`src/rtl/stage_sequencer.sv`:
```
// Stage controller for the Lua core: walks each instruction through FETCH/DECODE/EXEC/WB,
// owns the program counter, and halts the core on a fetch timeout or an illegal opcode.
module stage_sequencer #(
  parameter int PC_WIDTH  = 32,
  parameter int TIMEOUT_W = 4
) (
  input  logic                clk,
  input  logic                reset,
  input  logic                start,
  input  logic [PC_WIDTH-1:0] start_pc,
  input  logic                stop,
  output logic                imem_req,
  output logic [PC_WIDTH-1:0] imem_addr,
  input  logic                imem_ack,
  input  logic [31:0]         imem_data,
  output logic [31:0]         instr,
  output logic                en_decode,
  output logic                en_ex,
  output logic                en_wb,
  input  logic                ex_busy,
  input  logic                ex_illegal,
  input  logic                branch_taken,
  input  logic [PC_WIDTH-1:0] branch_target,
  output logic [PC_WIDTH-1:0] pc,
  output logic                running,
  output logic                fault,
  output logic [1:0]          fault_code,
  output logic [31:0]         retired,
  output logic [2:0]          state_dbg
);

  typedef enum logic [2:0] {
    S_IDLE   = 3'd0,
    S_FETCH  = 3'd1,
    S_DECODE = 3'd2,
    S_EXEC   = 3'd3,
    S_WB     = 3'd4,
    S_HALT   = 3'd5
  } state_t;

  // Last count value before the timeout fires: the next un-acked cycle would hit all-ones.
  localparam logic [TIMEOUT_W-1:0] TO_LAST = {{(TIMEOUT_W-1){1'b1}}, 1'b0};

  state_t               state;
  logic                 stop_pend;
  logic [TIMEOUT_W-1:0] to_cnt;
  logic                 is_running;

  assign is_running = (state != S_IDLE) && (state != S_HALT);

  always_ff @(posedge clk) begin
    if (reset) begin
      state      <= S_IDLE;
      pc         <= '0;
      instr      <= '0;
      fault      <= 1'b0;
      fault_code <= 2'b00;
      retired    <= '0;
      stop_pend  <= 1'b0;
      to_cnt     <= '0;
    end else begin
      if (is_running && stop) stop_pend <= 1'b1;
      case (state)
        S_IDLE: begin
          if (start) begin
            pc    <= start_pc;
            state <= S_FETCH;
          end
        end
        S_FETCH: begin
          if (imem_ack) begin
            instr  <= imem_data;
            to_cnt <= '0;
            state  <= S_DECODE;
          end else if (to_cnt == TO_LAST) begin
            to_cnt     <= '0;
            fault      <= 1'b1;
            fault_code <= 2'b01;
            stop_pend  <= 1'b0;
            state      <= S_HALT;
          end else begin
            to_cnt <= to_cnt + TIMEOUT_W'(1);
          end
        end
        S_DECODE: state <= S_EXEC;
        S_EXEC: begin
          if (ex_illegal) begin
            fault      <= 1'b1;
            fault_code <= 2'b10;
            stop_pend  <= 1'b0;
            state      <= S_HALT;
          end else if (!ex_busy) begin
            state <= S_WB;
          end
        end
        S_WB: begin
          retired   <= retired + 32'd1;
          pc        <= branch_taken ? branch_target : pc + PC_WIDTH'(1);
          stop_pend <= 1'b0;
          state     <= (stop_pend || stop) ? S_IDLE : S_FETCH;
        end
        S_HALT: begin
          // pc stays at the faulting instruction until a restart reloads it.
          if (start) begin
            fault      <= 1'b0;
            fault_code <= 2'b00;
            pc         <= start_pc;
            state      <= S_FETCH;
          end
        end
        default: state <= S_IDLE;
      endcase
    end
  end

  // Handshake: imem_req is a level held through FETCH; a fetch completes on the
  // first cycle imem_ack is seen with imem_req high. Strobes decode from state only.
  assign imem_req  = (state == S_FETCH);
  assign imem_addr = pc;
  assign en_decode = (state == S_DECODE);
  assign en_ex     = (state == S_EXEC);
  assign en_wb     = (state == S_WB);
  assign running   = is_running;
  assign state_dbg = state;

endmodule

```
`config.mk`:
```
export PLATFORM = sky130hd
export DESIGN_NAME = stage_sequencer
export DESIGN_NICKNAME = d
export VERILOG_FILES = /design/src/rtl/stage_sequencer.sv
export SDC_FILE = /design/constraint.sdc
export NUM_CORES = 1
export LEC_CHECK = 0
export CAP_MARGIN = 20
export CORE_ASPECT_RATIO = 0.7
export CORE_MARGIN = 8
export CORE_UTILIZATION = 44
export DETAILED_ROUTE_END_ITERATION = 8
export PLACE_DENSITY = 0.82
export SLEW_MARGIN = 20
export SYNTH_ARGS = -nofsm -noshare
export SYNTH_HDL_FRONTEND = slang
export SYNTH_SLANG_ARGS = --single-unit
```
`constraint.sdc`:
```
create_clock -name clk -period 2.55 [get_ports clk]
set_input_delay 0.255 -clock clk [delete_from_list [all_inputs] [get_ports clk]]
set_output_delay 0.255 -clock clk [all_outputs]
set_load 0.01 [all_outputs]
```
After elaboration in Yosys (flattened, before gate mapping)
Index checks and enable logic that the tools add are counted.
{ "totals": {"reg_bits": 107, "inputBits": 104, "out_inout_bits": 139, "wordCells": 64} }
{ "op_classes": {"addsub": 3, "n_eq_ne": 14, "muxes": 27, "reduce_logical": 12} }
{ "ops": {"columns": ["operator", "n"], "rows": [
  ["$add A32 B1 Y32 const B", 2],
  ["$mux W32", 2],
  ["$pmux W32 S2", 1],
  ["$mux W3", 5],
  ["$pmux W3 S5", 1],
  ["$mux W1", 9],
  ["$mux W2", 4],
  ["$mux W4", 2],
  ["$eq A3 B2 Y1 const B", 2],
  ["$eq A3 B3 Y1 const B", 2],
  ["$ne A2 B1 Y1 const B", 3],
  ["$pmux W1 S3", 2],
  ["$pmux W2 S3", 1],
  ["$reduce_bool A3 Y1", 2],
  ["$reduce_and A5 Y1", 1],
  ["$add A4 B1 Y4 const B", 1],
  ["$eq A4 B4 Y1 const B", 1],
  ["$ne A2 B2 Y1 const B", 2],
  ["$reduce_and A2 Y1", 2],
  ["$eq A3 B1 Y1 const B", 1],
  ["$logic_not A3 Y1", 1],
  ["$ne A3 B1 Y1 const B", 1],
  ["$ne A3 B2 Y1 const B", 1],
  ["$ne A3 B3 Y1 const B", 1],
  ["5 further kinds", 6]
]} }

Depth between registers and ports, before layout
Gate-level depths: netlist of run 1.
{ "logic_depth": {"depth_word": 7, "depth_mapped": 9, "ltp_nobuf": 7} }

Least setup slack after synthesis of run 1
Ideal clock, no wire load.
{ "synth_timing": {"path_type": "reg-to-reg", "from": "register pc[6] (netlist: imem_addr[6])", "to": "register pc[29] (netlist: imem_addr[29])", "setup_time_ns": 0.103, "arrival_ns": 1.870, "required_time_ns": 2.447, "slack_ns": 0.576, "path_stages_with_launch": 7, "path_buffers": 1, "synth_period_minus_slack_ns": 1.974, "path_cell_list": "dfxtp_1 nand4_2 or4_4 buf_6 nor4_4 mux2i_1 a2111oi_2"} }
{ "synth_via": {"elab_chain_len": 3} }
{ "synth_lines": {"columns": ["item", "line_no", "source"], "rows": [
  ["start, declared", "24", "output logic [PC_WIDTH-1:0] pc,"],
  ["start signal, assigned", "66", "pc <= start_pc;"],
  ["start signal, assigned", "98", "pc <= branch_taken ? branch_target : pc + PC_WIDTH'(1);"],
  ["start signal, assigned", "107", "pc <= start_pc;"],
  ["$add A32 B1 Y32", "98", null],
  ["$mux W32", "98", null],
  ["$pmux W32 S2", "63", "case (state)"]
]} }
Every way passes these cells.
A chain may end at the register's enable or synchronous reset.

Worst setup path in the final report of run 1
{ "layout_timing": {"from": "register state[0] (netlist: state_dbg[0])", "to": "output port imem_req"} }
{ "layout_via": {"elab_chain_len": 1} }
{ "layout_lines": {"columns": ["item", "line_no", "source"], "rows": [
  ["start, declared", "44", "state_t state;"],
  ["start signal, assigned", "100", "state <= (stop_pend || stop) ? S_IDLE : S_FETCH;"],
  ["$eq A3 B1 Y1", "118", "assign imem_req = (state == S_FETCH);"],
  ["end, declared", "12", "output logic imem_req,"]
]} }
Every way passes these cells.

==> summary.md, run 1 <==
| Metric | Value |
|---|---|
| VDD IR-drop max | `about 0.33 mV` |
| R2R Setup Slk | `0.40 ns` |
| Clock latency on the worst-skew pair | `0.35 ns` |
| Worst setup EP type | `output pin` |
| Detailed Route WL | `19800 µm` |
| Yosys reg bits | `between 100 and 150` |
| Reg2Reg Launch Point | `imem_addr[1]` |
| Power per cell area | `roughly 650 nW/µm²` |
| Starting Density | `0.449` |
| Seq pwr share | `0.372` |
| Total CTS buffers | `9` |
| Core Box Area | `roughly 13000 µm²` |
| Logic gate share of total power | `0.380` |
| Count leader, synth | `nand2_1` |
| Area of the die | `between 15000 and 20000 µm²` |
| Clk buf depth | `2` |
| Post-DRT Antenna Nets | `0` |
| Startpoint types | `flip-flop` |
| Slew margin rel. | `0.529` |
| Met2 Wirelength | `slightly below 9000 µm` |
| Synthesized area per cell | `slightly below 8 µm²` |
| Die Ht | `about 110 µm` |
| Synth top area share | `0.363` |
| FMAX | `414 MHz` |
| Clock power share | `0.248` |
| Sw power | `1950 µW` |
| Met3 WL | `between 2000 and 2500 µm` |
| Outcome | `finished, final reports clean` |
| Largest net degree at the start of global routing | `between 40 and 50` |
| Internal power | `roughly 3600 µW` |
| Finished Core Util | `0.656` |
| First-pass GRT wire length | `between 30000 and 40000 µm` |
| Netlist cell types | `60` |
| Post-Syn Nets | `between 800 and 900` |
| Maxcap violations | `0` |
| Die X | `approximately 150 µm` |
| Hold Crit Depth | `2` |
| PortBufs | `roughly 240` |
| Post-synthesis simple-gate area fraction | `0.276` |
| Data required, critical path | `about 2.3 ns` |
| Final hold viol count | `0` |
| # clock sinks | `approximately 110` |
| Initial antenna violation count | `0` |
| Synth area leader | `dfxtp_1` |
| Final period utilization | `0.947` |
| CTS tree | `yes` |
| XOR/XNOR Fraction of Synth Area | `0.0683` |
| DR vias | `around 6200` |
| Hold Path Origin | `reset` |
| Antenna Cells | `0` |
| Worst setup startpoint | `state_dbg[0]` |
| Min-Delay Endpoint | `retired[6]` |
| DR vias/cell | `around 5.5` |
| Sw frac | `0.350` |
| Share of layout cells above drive strength 1 | `0.0679` |
| Root buffer cell | `clkbuf_16` |
| DP HPWL | `15100 µm` |
| Final setup violating endpoints | `0` |
| Critical path class | `flip-flop to output pin` |
| Crit path max fanout | `11` |
| Post-synth EDFFs | `0` |
| Wire per inst | `17.6 µm` |
| Ys Warns | `0` |
| Leak | `between 0.002 and 0.003 µW` |
| Main combinational cell family by area after synthesis | `simple AND/OR/NAND/NOR gates` |
| Min Hold Slack | `about 0.30 ns` |
| All-Layer GR Usage | `0.219` |
| Cells after Synth | `between 700 and 800` |
| Synth top area cells | `dfxtp_1, nand2_1, xnor2_1` |
| Ys flop type | `dfxtp_1` |
| Fin. max-slew vios | `0` |
| Reg2reg path depth | `6` |
| Nets | `about 1100` |
| Area Growth Syn to Fin | `46.0%` |
| Min cycle time layout | `around 2.4 ns` |
| # rows | `35` |
| Post-synthesis compound-gate area fraction | `0.175` |
| Final Worst Setup Slack | `about 0.13 ns` |
| Async set-reset flop share out of synthesis | `0` |
| Post-synthesis cell area | `5900 µm²` |
| CP arrival | `~2.2 ns` |
| Worst-Margin Slew | `~0.70 ns` |
| GPL Wtd Cong | `between 0.8 and 0.9` |
| Adder-cell share of the synthesized area | `0.0102` |
| Setup_tns | `0 ns` |
| Top-level I/O count | `243` |
| Skew final | `roughly 0.012 ns` |
| Post-synthesis mux area share | `0.0237` |
| Vias in the first global route | `5953` |
| Met1 wire length | `between 8000 and 9000 µm` |
| H-tree levels | `3` |
| Remaining global-route overflow | `0` |
| Register area share after synthesis | `0.363` |
| Hold WC Path Type | `input pin to flip-flop` |
| Post-CTS Setup Inserts | `0` |
| DRT Pass-1 Iters | `5` |
| # DRC | `0` |
| Clock-pin transition on the worst setup and hold timing paths | `~0.07 ns` |
| RSZ-0062 raised after global routing | `false` |
| Post-synth top cells | `nand2_1, dfxtp_1, nor2_1` |
| Dpl ws | `roughly 0.38 ns` |
| Violation count after the first detailed-routing iteration | `340` |
| Reg-to-reg endpoint | `imem_addr[24]` |
| Top sig layer | `met4` |
## layout by cell type, fill, tap and decap left out, types with 7 or more instances in the layout
master / count
nand2b_1: 9
a31oi_1: 7
xnor2_1: 37
nand2_1: 121
nand4_1: 15
nand3_1: 39
dfxtp_1: 106
o21ai_0: 17
o211ai_1: 11
clkdlybuf4s50_1: 241
and3_1: 7
a211oi_1: 9
and4_1: 9
a311oi_1: 8
nor4_1: 11
xor2_1: 9
and2_1: 7
mux2i_1: 14
a21oi_1: 58
or3_1: 7
nor3_1: 25
clkbuf_16: 9
nor2_1: 64
buf_4: 25
inv_1: 14
## stage by stage
stage               instances  power (µW)  instance area [µm²]
global route             1123        5880                 8620
CTS                      1123        5620                 8620
detailed placement       1107        4220                 8320
global placement         1107        4190                 8320
finish                   1123        5570                 8620
floorplan                 752        3240                 5900
## flip-flops by register name, indices dropped and copies added, names as in the netlist
name	cells
imem_addr	32
instr	32
retired	32
to_cnt	4
state_dbg	3
fault_code	2
fault	1
stop_pend	1
## worst max-delay path by stage
stage,endpoint,slack (ns),cells after the start
final,imem_req,0.13,5
after CTS,imem_req,0.05,5
after detailed placement,imem_addr[13],0.38,6
after floorplan,imem_addr[29],0.58,6
after global routing,imem_req,0.02,5
after global placement,imem_addr[24],0.45,6
## metal layers
layer  GRT usage  vias to the layer above
met2       0.338                      298
li1            -                     3035
met1       0.272                     2863
met5           0                        -
met4      0.0651                        0
met3      0.0952                       27
## critical path, cell delays in order (launching register included)
cell and delay (ns):
dfxtp_1 0.46, buf_4 0.22, nor2b_1 0.25, nand2_1 0.16
inv_2 0.15, clkdlybuf4s50_1 0.58
## power groups by stage
stage               sequential [µW]  clock, µW  combinational [µW]
floorplan                      2140          0                1100
global placement               2100          0                2090
detailed placement             2110          0                2110
CTS                            2070       1430                2120
global route                   2100       1490                2290
finish                         2070       1380                2120
## layout make-up
class / instances / area, µm²
Inverter: 18 / 67.6
Clock buffer: 10 / 239
Tap cell: 166 / 208
Multi-Input combinational cell: 548 / 3260
Sequential cell: 107 / 2140
Fill cell: 1140 / 4520
Clock inverter: 6 / 57.6
Timing Repair Buffer: 268 / 2640
## cells by family (layout without fill, tap and decap cells)
group,after synthesis,in the layout
AOI/OAI and AO/OA,152,152
xor gates and xnor gates,46,46
adders and majority gates,5,5
buffers and inverters,97,302
DFF,107,107
muxes,14,14
and+or+nand+nor,331,331
## what timing repair did
item	CTS	global route
hold buffers	0	0
gates resized for setup	0	2
endpoints found under the setup margin	0	2
No activity file was read; power rests on OpenSTA's default activity.
==> run 2, diff against run 1 <==
Settings changed: CAP_MARGIN 20 to 10, CTS_CLUSTER_SIZE set to 16, GPL_ROUTABILITY_DRIVEN set to 0.
==> results of run 2 <==
Same layout as run 1: the final DEF is identical, and so are final timing and power.
